File: src/rtl/capture_if.sv
// capture_if: bundles the sequencer's control, RAM address and dump handshake signals.
//   master modport: upstream/consumer side (drives run, wrt_smpl, triggered, trig_pos,
//                   dump_req, dump_rdy; observes everything else)
//   slave modport : capture_ctrl side (drives we, waddr, raddr, armed, capture_done,
//                   dump_vld, dump_done)
interface capture_if #(
  parameter int LOG2 = 9
) ();
  logic            run;
  logic            wrt_smpl;
  logic            triggered;
  logic [LOG2-1:0] trig_pos;
  logic            dump_req;
  logic            dump_rdy;
  logic            we;
  logic [LOG2-1:0] waddr;
  logic [LOG2-1:0] raddr;
  logic            armed;
  logic            capture_done;
  logic            dump_vld;
  logic            dump_done;

  modport master (
    output run, wrt_smpl, triggered, trig_pos, dump_req, dump_rdy,
    input  we, waddr, raddr, armed, capture_done, dump_vld, dump_done
  );

  modport slave (
    input  run, wrt_smpl, triggered, trig_pos, dump_req, dump_rdy,
    output we, waddr, raddr, armed, capture_done, dump_vld, dump_done
  );
endinterface

File: src/rtl/capture_ctrl.sv
// capture_ctrl: capture/dump sequencer for one channel's sample RAM.
//   Captures samples into a circular buffer of ENTRIES locations, stops trig_pos
//   samples after a qualified trigger, then streams the buffer oldest-first through
//   a valid/ready handshake that accounts for the RAM's 1-cycle read latency.
// Ports:
//   clk          system clock
//   rst          asynchronous reset, active high
//   bus (slave)  run/wrt_smpl/triggered/trig_pos/dump_req/dump_rdy in;
//                we (combinational), waddr, raddr, armed, capture_done,
//                dump_vld, dump_done out (registered)
module capture_ctrl #(
  parameter int ENTRIES = 384,
  parameter int LOG2    = 9
) (
  input  logic     clk,
  input  logic     rst,
  capture_if.slave bus
);

  localparam logic [2:0] S_IDLE     = 3'd0;
  localparam logic [2:0] S_CAPTURE  = 3'd1;
  localparam logic [2:0] S_POST     = 3'd2;
  localparam logic [2:0] S_DONE     = 3'd3;
  localparam logic [2:0] S_DUMP_RD  = 3'd4;
  localparam logic [2:0] S_DUMP_VLD = 3'd5;

  localparam logic [LOG2-1:0] LAST = LOG2'(ENTRIES - 1);
  localparam logic [LOG2:0]   FULL = (LOG2 + 1)'(ENTRIES);

  function automatic logic [LOG2-1:0] wrap_inc(input logic [LOG2-1:0] a);
    return (a == LAST) ? '0 : a + 1'b1;
  endfunction

  function automatic logic [LOG2-1:0] clamp_tp(input logic [LOG2-1:0] tp);
    return (tp > LAST) ? LAST : tp;
  endfunction

  logic [2:0]      state_q, state_d;
  logic [LOG2-1:0] waddr_q, waddr_d;
  logic [LOG2-1:0] raddr_q, raddr_d;
  logic [LOG2:0]   smpl_cnt_q, smpl_cnt_d;
  logic [LOG2-1:0] post_cnt_q, post_cnt_d;
  logic [LOG2-1:0] byte_cnt_q, byte_cnt_d;
  logic            armed_q, armed_d;
  logic            cap_done_q, cap_done_d;
  logic            dump_vld_q, dump_vld_d;
  logic            dump_done_q, dump_done_d;

  logic [LOG2-1:0] tp;
  logic [LOG2:0]   smpl_next;
  logic [LOG2-1:0] post_inc;
  logic            capturing;

  assign tp        = clamp_tp(bus.trig_pos);
  assign smpl_next = (smpl_cnt_q == FULL) ? FULL : smpl_cnt_q + 1'b1;
  assign post_inc  = post_cnt_q + 1'b1;
  assign capturing = (state_q == S_CAPTURE) || (state_q == S_POST);

  always_comb begin
    state_d     = state_q;
    waddr_d     = waddr_q;
    raddr_d     = raddr_q;
    smpl_cnt_d  = smpl_cnt_q;
    post_cnt_d  = post_cnt_q;
    byte_cnt_d  = byte_cnt_q;
    armed_d     = armed_q;
    cap_done_d  = cap_done_q;
    dump_vld_d  = dump_vld_q;
    dump_done_d = 1'b0;

    // run restarts from IDLE or mid-capture; a frozen or dumping buffer ignores it.
    if (bus.run && (state_q == S_IDLE || capturing)) begin
      state_d    = S_CAPTURE;
      waddr_d    = '0;
      smpl_cnt_d = '0;
      armed_d    = 1'b0;
      cap_done_d = 1'b0;
    end else begin
      case (state_q)
        S_CAPTURE: begin
          if (bus.wrt_smpl) begin
            waddr_d    = wrap_inc(waddr_q);
            smpl_cnt_d = smpl_next;
          end
          // Armed once the pre-trigger history plus the post-trigger tail fills the buffer.
          armed_d = armed_q | (({1'b0, tp} + smpl_cnt_d) >= FULL);
          // Only the registered armed qualifies a trigger, so the arming cycle's trigger is dropped.
          if (bus.triggered && armed_q) begin
            post_cnt_d = '0;
            if (tp == '0) begin
              state_d    = S_DONE;
              cap_done_d = 1'b1;
            end else begin
              state_d = S_POST;
            end
          end
        end
        S_POST: begin
          if (bus.wrt_smpl) begin
            waddr_d    = wrap_inc(waddr_q);
            smpl_cnt_d = smpl_next;
            post_cnt_d = post_inc;
            if (post_inc == tp) begin
              state_d    = S_DONE;
              cap_done_d = 1'b1;
            end
          end
        end
        S_DONE: begin
          // waddr already points at the oldest sample after the last wrap.
          if (bus.dump_req) begin
            raddr_d    = waddr_q;
            byte_cnt_d = '0;
            state_d    = S_DUMP_RD;
          end
        end
        S_DUMP_RD: begin
          // One idle cycle with raddr stable lets the RAM's registered read land.
          state_d    = S_DUMP_VLD;
          dump_vld_d = 1'b1;
        end
        S_DUMP_VLD: begin
          if (bus.dump_rdy) begin
            dump_vld_d = 1'b0;
            byte_cnt_d = byte_cnt_q + 1'b1;
            if (byte_cnt_q == LAST) begin
              dump_done_d = 1'b1;
              cap_done_d  = 1'b0;
              state_d     = S_IDLE;
            end else begin
              raddr_d = wrap_inc(raddr_q);
              state_d = S_DUMP_RD;
            end
          end
        end
        S_IDLE:  ;
        default: state_d = S_IDLE;
      endcase
    end
  end

  always_ff @(posedge clk or posedge rst) begin
    if (rst) begin
      state_q     <= S_IDLE;
      waddr_q     <= '0;
      raddr_q     <= '0;
      smpl_cnt_q  <= '0;
      post_cnt_q  <= '0;
      byte_cnt_q  <= '0;
      armed_q     <= 1'b0;
      cap_done_q  <= 1'b0;
      dump_vld_q  <= 1'b0;
      dump_done_q <= 1'b0;
    end else begin
      state_q     <= state_d;
      waddr_q     <= waddr_d;
      raddr_q     <= raddr_d;
      smpl_cnt_q  <= smpl_cnt_d;
      post_cnt_q  <= post_cnt_d;
      byte_cnt_q  <= byte_cnt_d;
      armed_q     <= armed_d;
      cap_done_q  <= cap_done_d;
      dump_vld_q  <= dump_vld_d;
      dump_done_q <= dump_done_d;
    end
  end

  assign bus.we           = bus.wrt_smpl && capturing;
  assign bus.waddr        = waddr_q;
  assign bus.raddr        = raddr_q;
  assign bus.armed        = armed_q;
  assign bus.capture_done = cap_done_q;
  assign bus.dump_vld     = dump_vld_q;
  assign bus.dump_done    = dump_done_q;

endmodule

File: src/flat_wrapper.sv
// flat-port wrapper written by rule: the top's interface ports become plain ports
module capture_ctrl_flat 
#(
  parameter int ENTRIES = 384,
  parameter int LOG2    = 9
)
  (clk, rst, bus_run, bus_wrt_smpl, bus_triggered, bus_trig_pos, bus_dump_req, bus_dump_rdy, bus_we, bus_waddr, bus_raddr, bus_armed, bus_capture_done, bus_dump_vld, bus_dump_done);
  capture_if #(.LOG2(LOG2)) bus_i ();
  input  logic clk;
  input  logic rst;
  input wire logic [$bits(bus_i.run)-1:0] bus_run;
  input wire logic [$bits(bus_i.wrt_smpl)-1:0] bus_wrt_smpl;
  input wire logic [$bits(bus_i.triggered)-1:0] bus_triggered;
  input wire logic [$bits(bus_i.trig_pos)-1:0] bus_trig_pos;
  input wire logic [$bits(bus_i.dump_req)-1:0] bus_dump_req;
  input wire logic [$bits(bus_i.dump_rdy)-1:0] bus_dump_rdy;
  output wire logic [$bits(bus_i.we)-1:0] bus_we;
  output wire logic [$bits(bus_i.waddr)-1:0] bus_waddr;
  output wire logic [$bits(bus_i.raddr)-1:0] bus_raddr;
  output wire logic [$bits(bus_i.armed)-1:0] bus_armed;
  output wire logic [$bits(bus_i.capture_done)-1:0] bus_capture_done;
  output wire logic [$bits(bus_i.dump_vld)-1:0] bus_dump_vld;
  output wire logic [$bits(bus_i.dump_done)-1:0] bus_dump_done;
  assign bus_i.run = bus_run;
  assign bus_i.wrt_smpl = bus_wrt_smpl;
  assign bus_i.triggered = bus_triggered;
  assign bus_i.trig_pos = bus_trig_pos;
  assign bus_i.dump_req = bus_dump_req;
  assign bus_i.dump_rdy = bus_dump_rdy;
  assign bus_we = bus_i.we;
  assign bus_waddr = bus_i.waddr;
  assign bus_raddr = bus_i.raddr;
  assign bus_armed = bus_i.armed;
  assign bus_capture_done = bus_i.capture_done;
  assign bus_dump_vld = bus_i.dump_vld;
  assign bus_dump_done = bus_i.dump_done;
  capture_ctrl #(.ENTRIES(ENTRIES), .LOG2(LOG2)) u_core (.clk(clk), .rst(rst), .bus(bus_i));
endmodule
File: config.mk
export PLATFORM = sky130hd
export DESIGN_NAME = capture_ctrl_flat
export DESIGN_NICKNAME = d
export VERILOG_FILES = /design/src/rtl/capture_if.sv /design/src/rtl/capture_ctrl.sv /design/src/flat_wrapper.sv
export SDC_FILE = /design/constraint.sdc
export NUM_CORES = 1
export LEC_CHECK = 0
export CELL_PAD_IN_SITES_DETAIL_PLACEMENT = 2
export CELL_PAD_IN_SITES_GLOBAL_PLACEMENT = 2
export CORE_UTILIZATION = 32
export CTS_BUF_LIST = sky130_fd_sc_hd__clkbuf_8
export DETAILED_ROUTE_END_ITERATION = 8
export PLACE_DENSITY = 0.87
export REMOVE_ABC_BUFFERS = 1
export SLEW_MARGIN = 20
export SYNTH_ARGS = -nofsm -noshare
export SYNTH_HDL_FRONTEND = slang
export SYNTH_SLANG_ARGS = --single-unit
File: constraint.sdc
create_clock -name clk -period 2.9 [get_ports clk]
set_input_delay 0.58 -clock clk [delete_from_list [all_inputs] [get_ports clk]]
set_output_delay 0.58 -clock clk [all_outputs]
set_load 0.005 [all_outputs]
==> metrics.md <==
| Metric | Value |
|---|---|
| Max Fclk | `~0.33 GHz` |
| Maximum clock skew at final layout | `~0.015 ns` |
| RSZ-0062 raised after global routing | `true` |
| Summed instance area of the synthesized netlist | `3770 µm²` |
| Crit path max-delay cell type | `or4_4` |
| CTS tree | `done` |
| Class of the most critical hold timing path | `reg -> reg` |
| Net count, final | `between 500 and 600` |
| Fin area | `around 5000 µm²` |
| DR pass1 iterations | `4` |
| Die span in y | `roughly 110 µm` |
| Die width | `111 µm` |
| Number of global-route vias before repair | `approximately 4,400` |
| Estimated wirelength of the detail-placed design | `around 10,000 µm` |
| Commonest non-fill, non-tap cells in the layout | `buf_4, nand2_1, dfrtp_1` |
| Iteration-0 DRC count of the detailed router | `approximately 200` |
| Startpoint Class | `flop` |
| Floorplan core area | `11,500 µm²` |
| Worst rel slew slack | `between 40% and 50%` |
| Post-synthesis to final-layout area growth | `31.7%` |
| Routability cong. | `~0.8` |
| Leftover overflow at the end of global routing | `0` |
| Number of antenna-violating nets in the routed design | `0` |
| Via-to-Cell Ratio | `5.68` |
| Number of antenna violations at the first check in global routing | `0` |
| Die ar. | `about 12,000 µm²` |
| Delay contributed by the slowest stage of the critical path | `slightly below 0.6 ns` |
| CTS Buffer Depth | `2` |
| Critical path type | `reg -> reg` |
| Register clock-pin slew on the reported worst setup and hold paths | `about 0.12 ns` |
| Final period util | `105%` |
| Violations in the final reports | `setup timing` |
| Sequential element share of the synthesized area | `a little over a third` |
| EDFF count, synth | `0` |
| Starting Density | `32.9%` |
| Syn_area_per_cell | `~8 µm²` |
| Sequential standard cell area | `~1300 µm²` |
| Maximum VDD drop | `0.325 mV` |
| Total number of vias | `3,936` |
| Max capacitance violation total | `0` |
| Final Max Slew Viols | `0` |
| Multi-input gate area in the final layout | `2440 µm²` |
| CTS buffer count | `5` |
| Unique cell type count in the Yosys netlist | `65` |
| FFs w/ async S/R, synth | `100%` |
| Area share of the leading cell type in the synthesized netlist | `about a third` |
| Post-synthesis sequential element count | `53` |
| Final Hold Vio Count | `0` |
| Total number of placement rows | `39` |
| Share of layout cells above drive strength 1 | `between 20% and 30%` |
| TritonCTS Sinks | `53` |
| GRT Util Overall | `between 20 and 25%` |
| Insertion delay of the later-clocked pin in the worst-skew pair | `0.35 ns` |
| Number of remaining DRC errors | `0` |
| Critical Path AT | `between 3 and 4 ns` |
| Category of the worst setup path capture point | `flop` |
| Final worst slack | `-0.145 ns` |
| Most common cell after layout, fill and taps aside | `buf_4` |
| Outcome | `finished, violations left` |
| Critical path cell sequence | `or4_4 > nor4_4 > buf_4 > nor2_4 > ha_4 > a21o_1 > a221oi_2 > buf_4 > a31oi_4 > a211oi_2 > o221ai_4 > nand2_2` |
| Predominant post-synthesis flop cell | `dfrtp_1` |
| Cell with the most instances on the worst path | `buf_4` |
| Average detailed-routed wire length per instance | `21.1 µm` |
| Synth top area cells | `dfrtp_1, nand2_1, ha_1` |
| Leak | `~2.1 nW` |
| Cell type with the largest total area after synthesis | `dfrtp_1` |
| Cell count after synthesis | `approximately 460` |
| CTS H-Tree Depth | `2` |
| Synthesis warning total | `0` |
| Transition time at the pin with the least slew margin | `approximately 0.75 ns` |
| Clock root buffer | `clkbuf_8` |
| Total design power | `roughly 2.7 mW` |
| Setup violators final | `1` |
| Port Buf Inserts | `38` |
| Peak fanout along the critical path | `3` |
| Power Density | `about 530 nW/µm²` |
| Post-placement cell area | `between 4000 and 5000 µm²` |
| Count of boundary I/O pins | `39` |
| First-pass GRT wire length | `roughly 24,000 µm` |
| Antenna cells | `0` |
| Final min period | `approximately 3.0 ns` |
| Largest net degree at the start of global routing | `26` |
| Final-layout fill cell count | `between 1,000 and 1,500` |
| Aggregate routed wire length | `around 15,000 µm` |
| Required time worst endpoint | `around 3.2 ns` |
==> repair_timing <==
| action | CTS | global route |
|---|---|---|
| pin swaps | 20 | 16 |
| hold buffers | 0 | 0 |
| buffers inserted | 6 | 3 |
| endpoints found under the setup margin | 1 | 4 |
| resized for setup | 19 | 18 |
| gates cloned | 0 | 0 |
==> cells in the mapped netlist, drive strengths merged, types with 5 or more instances <==
cell     n
buf      7
a21oi   37
a22o     5
nand3   19
o21ai   37
xor2    16
clkbuf  12
nand2b   6
nor2    53
nor2b    5
nand2   56
and3     6
xnor2   15
mux2i    5
inv     20
nor3    12
nand4   10
or3      6
dfrtp   53
ha      16
o31ai    6
==> critical path: cells and delay by family (launching register included) <==
family          cells  cell delay (ns)
compound gates      5             1.06
simple gates        4             0.95
flops               1             0.43
buf+inv             2             0.39
fa+ha+maj           1             0.17
==> layout make-up <==
type	count	area share [%]
Clock inverter	3	0.528
Sequential cell	53	26.7
Timing Repair Buffer	100	17.2
Multi-Input combinational cell	369	49.0
Tap cell	143	3.60
Inverter	20	1.51
Clock buffer	5	1.38
==> metal layers <==
layer | wire, µm | vias to the layer above | global-route usage [%]
met5 | 0 | - | 0
li1 | - | 1823 | -
met4 | 395 | 0 | 10.1
met3 | 411 | 30 | 4.50
met1 | 5990 | 2006 | 27.4
met2 | 7800 | 77 | 44.9
==> sequential cells by signal, summed over array words and instances (netlist names) <==
register / cells
u_core.bus.armed: 1
u_core.bus.capture_done: 1
u_core.bus.dump_done: 1
u_core.bus.dump_vld: 1
u_core.bus.raddr: 9
u_core.bus.waddr: 9
u_core.byte_cnt_q: 9
u_core.post_cnt_q: 9
u_core.smpl_cnt_q: 10
u_core.state_q: 3
==> kinds of logic (layout without fill, tap and decap cells) <==
| logic type | Yosys count | after routing | share of synthesized area (%) |
|---|---|---|---|
| compound gates | 122 | 122 | 20.2 |
| xor+xnor | 31 | 31 | 7.19 |
| fa+ha+maj | 17 | 17 | 5.83 |
| buf+inv | 39 | 128 | 4.21 |
| flops | 53 | 53 | 35.1 |
| mux | 7 | 7 | 1.92 |
| simple gates | 192 | 192 | 25.5 |
==> report_power, final <==
part / switching, mW / total [mW] / internal, mW
sequential: 0.156 / 1.00 / 0.847
clock: 0.306 / 0.483 / 0.177
combinational: 0.647 / 1.17 / 0.522
total: 1.11 / 2.65 / 1.55
==> path summary, 6_finish.rpt <==
path                       depth (start not counted)  slack (ns)                      end                     from
min in group asynchronous                          2        0.59  u_core.bus.capture_done                      rst
hold / removal                                     1        0.52  u_core.bus.capture_done  u_core.bus.capture_done
setup / recovery                                  12       -0.15         u_core.bus.armed     u_core.smpl_cnt_q[6]
hold reg to reg                                    1        0.52  u_core.bus.capture_done  u_core.bus.capture_done
max in group asynchronous                          3        1.63      u_core.bus.waddr[1]                      rst
setup reg to reg                                  12       -0.15         u_core.bus.armed     u_core.smpl_cnt_q[6]
==> through the flow <==
step,cells,setup TNS (ns),setup WS [ns],hold slack (ns),utilization [%]
6_report,693,-0.145,-0.145,0.516,43.4
5_1_grt,693,-0.256,-0.256,0.550,43.4
4_1_cts,690,0,0.0000482,0.519,42.4
3_5_place_dp,676,-1.35,-0.491,0.491,40.5
3_3_place_gp,676,-0.708,-0.344,0.500,40.5
2_1_floorplan,442,-0.0708,-0.0708,0.483,-
No activity file was read; power rests on OpenSTA's default activity.
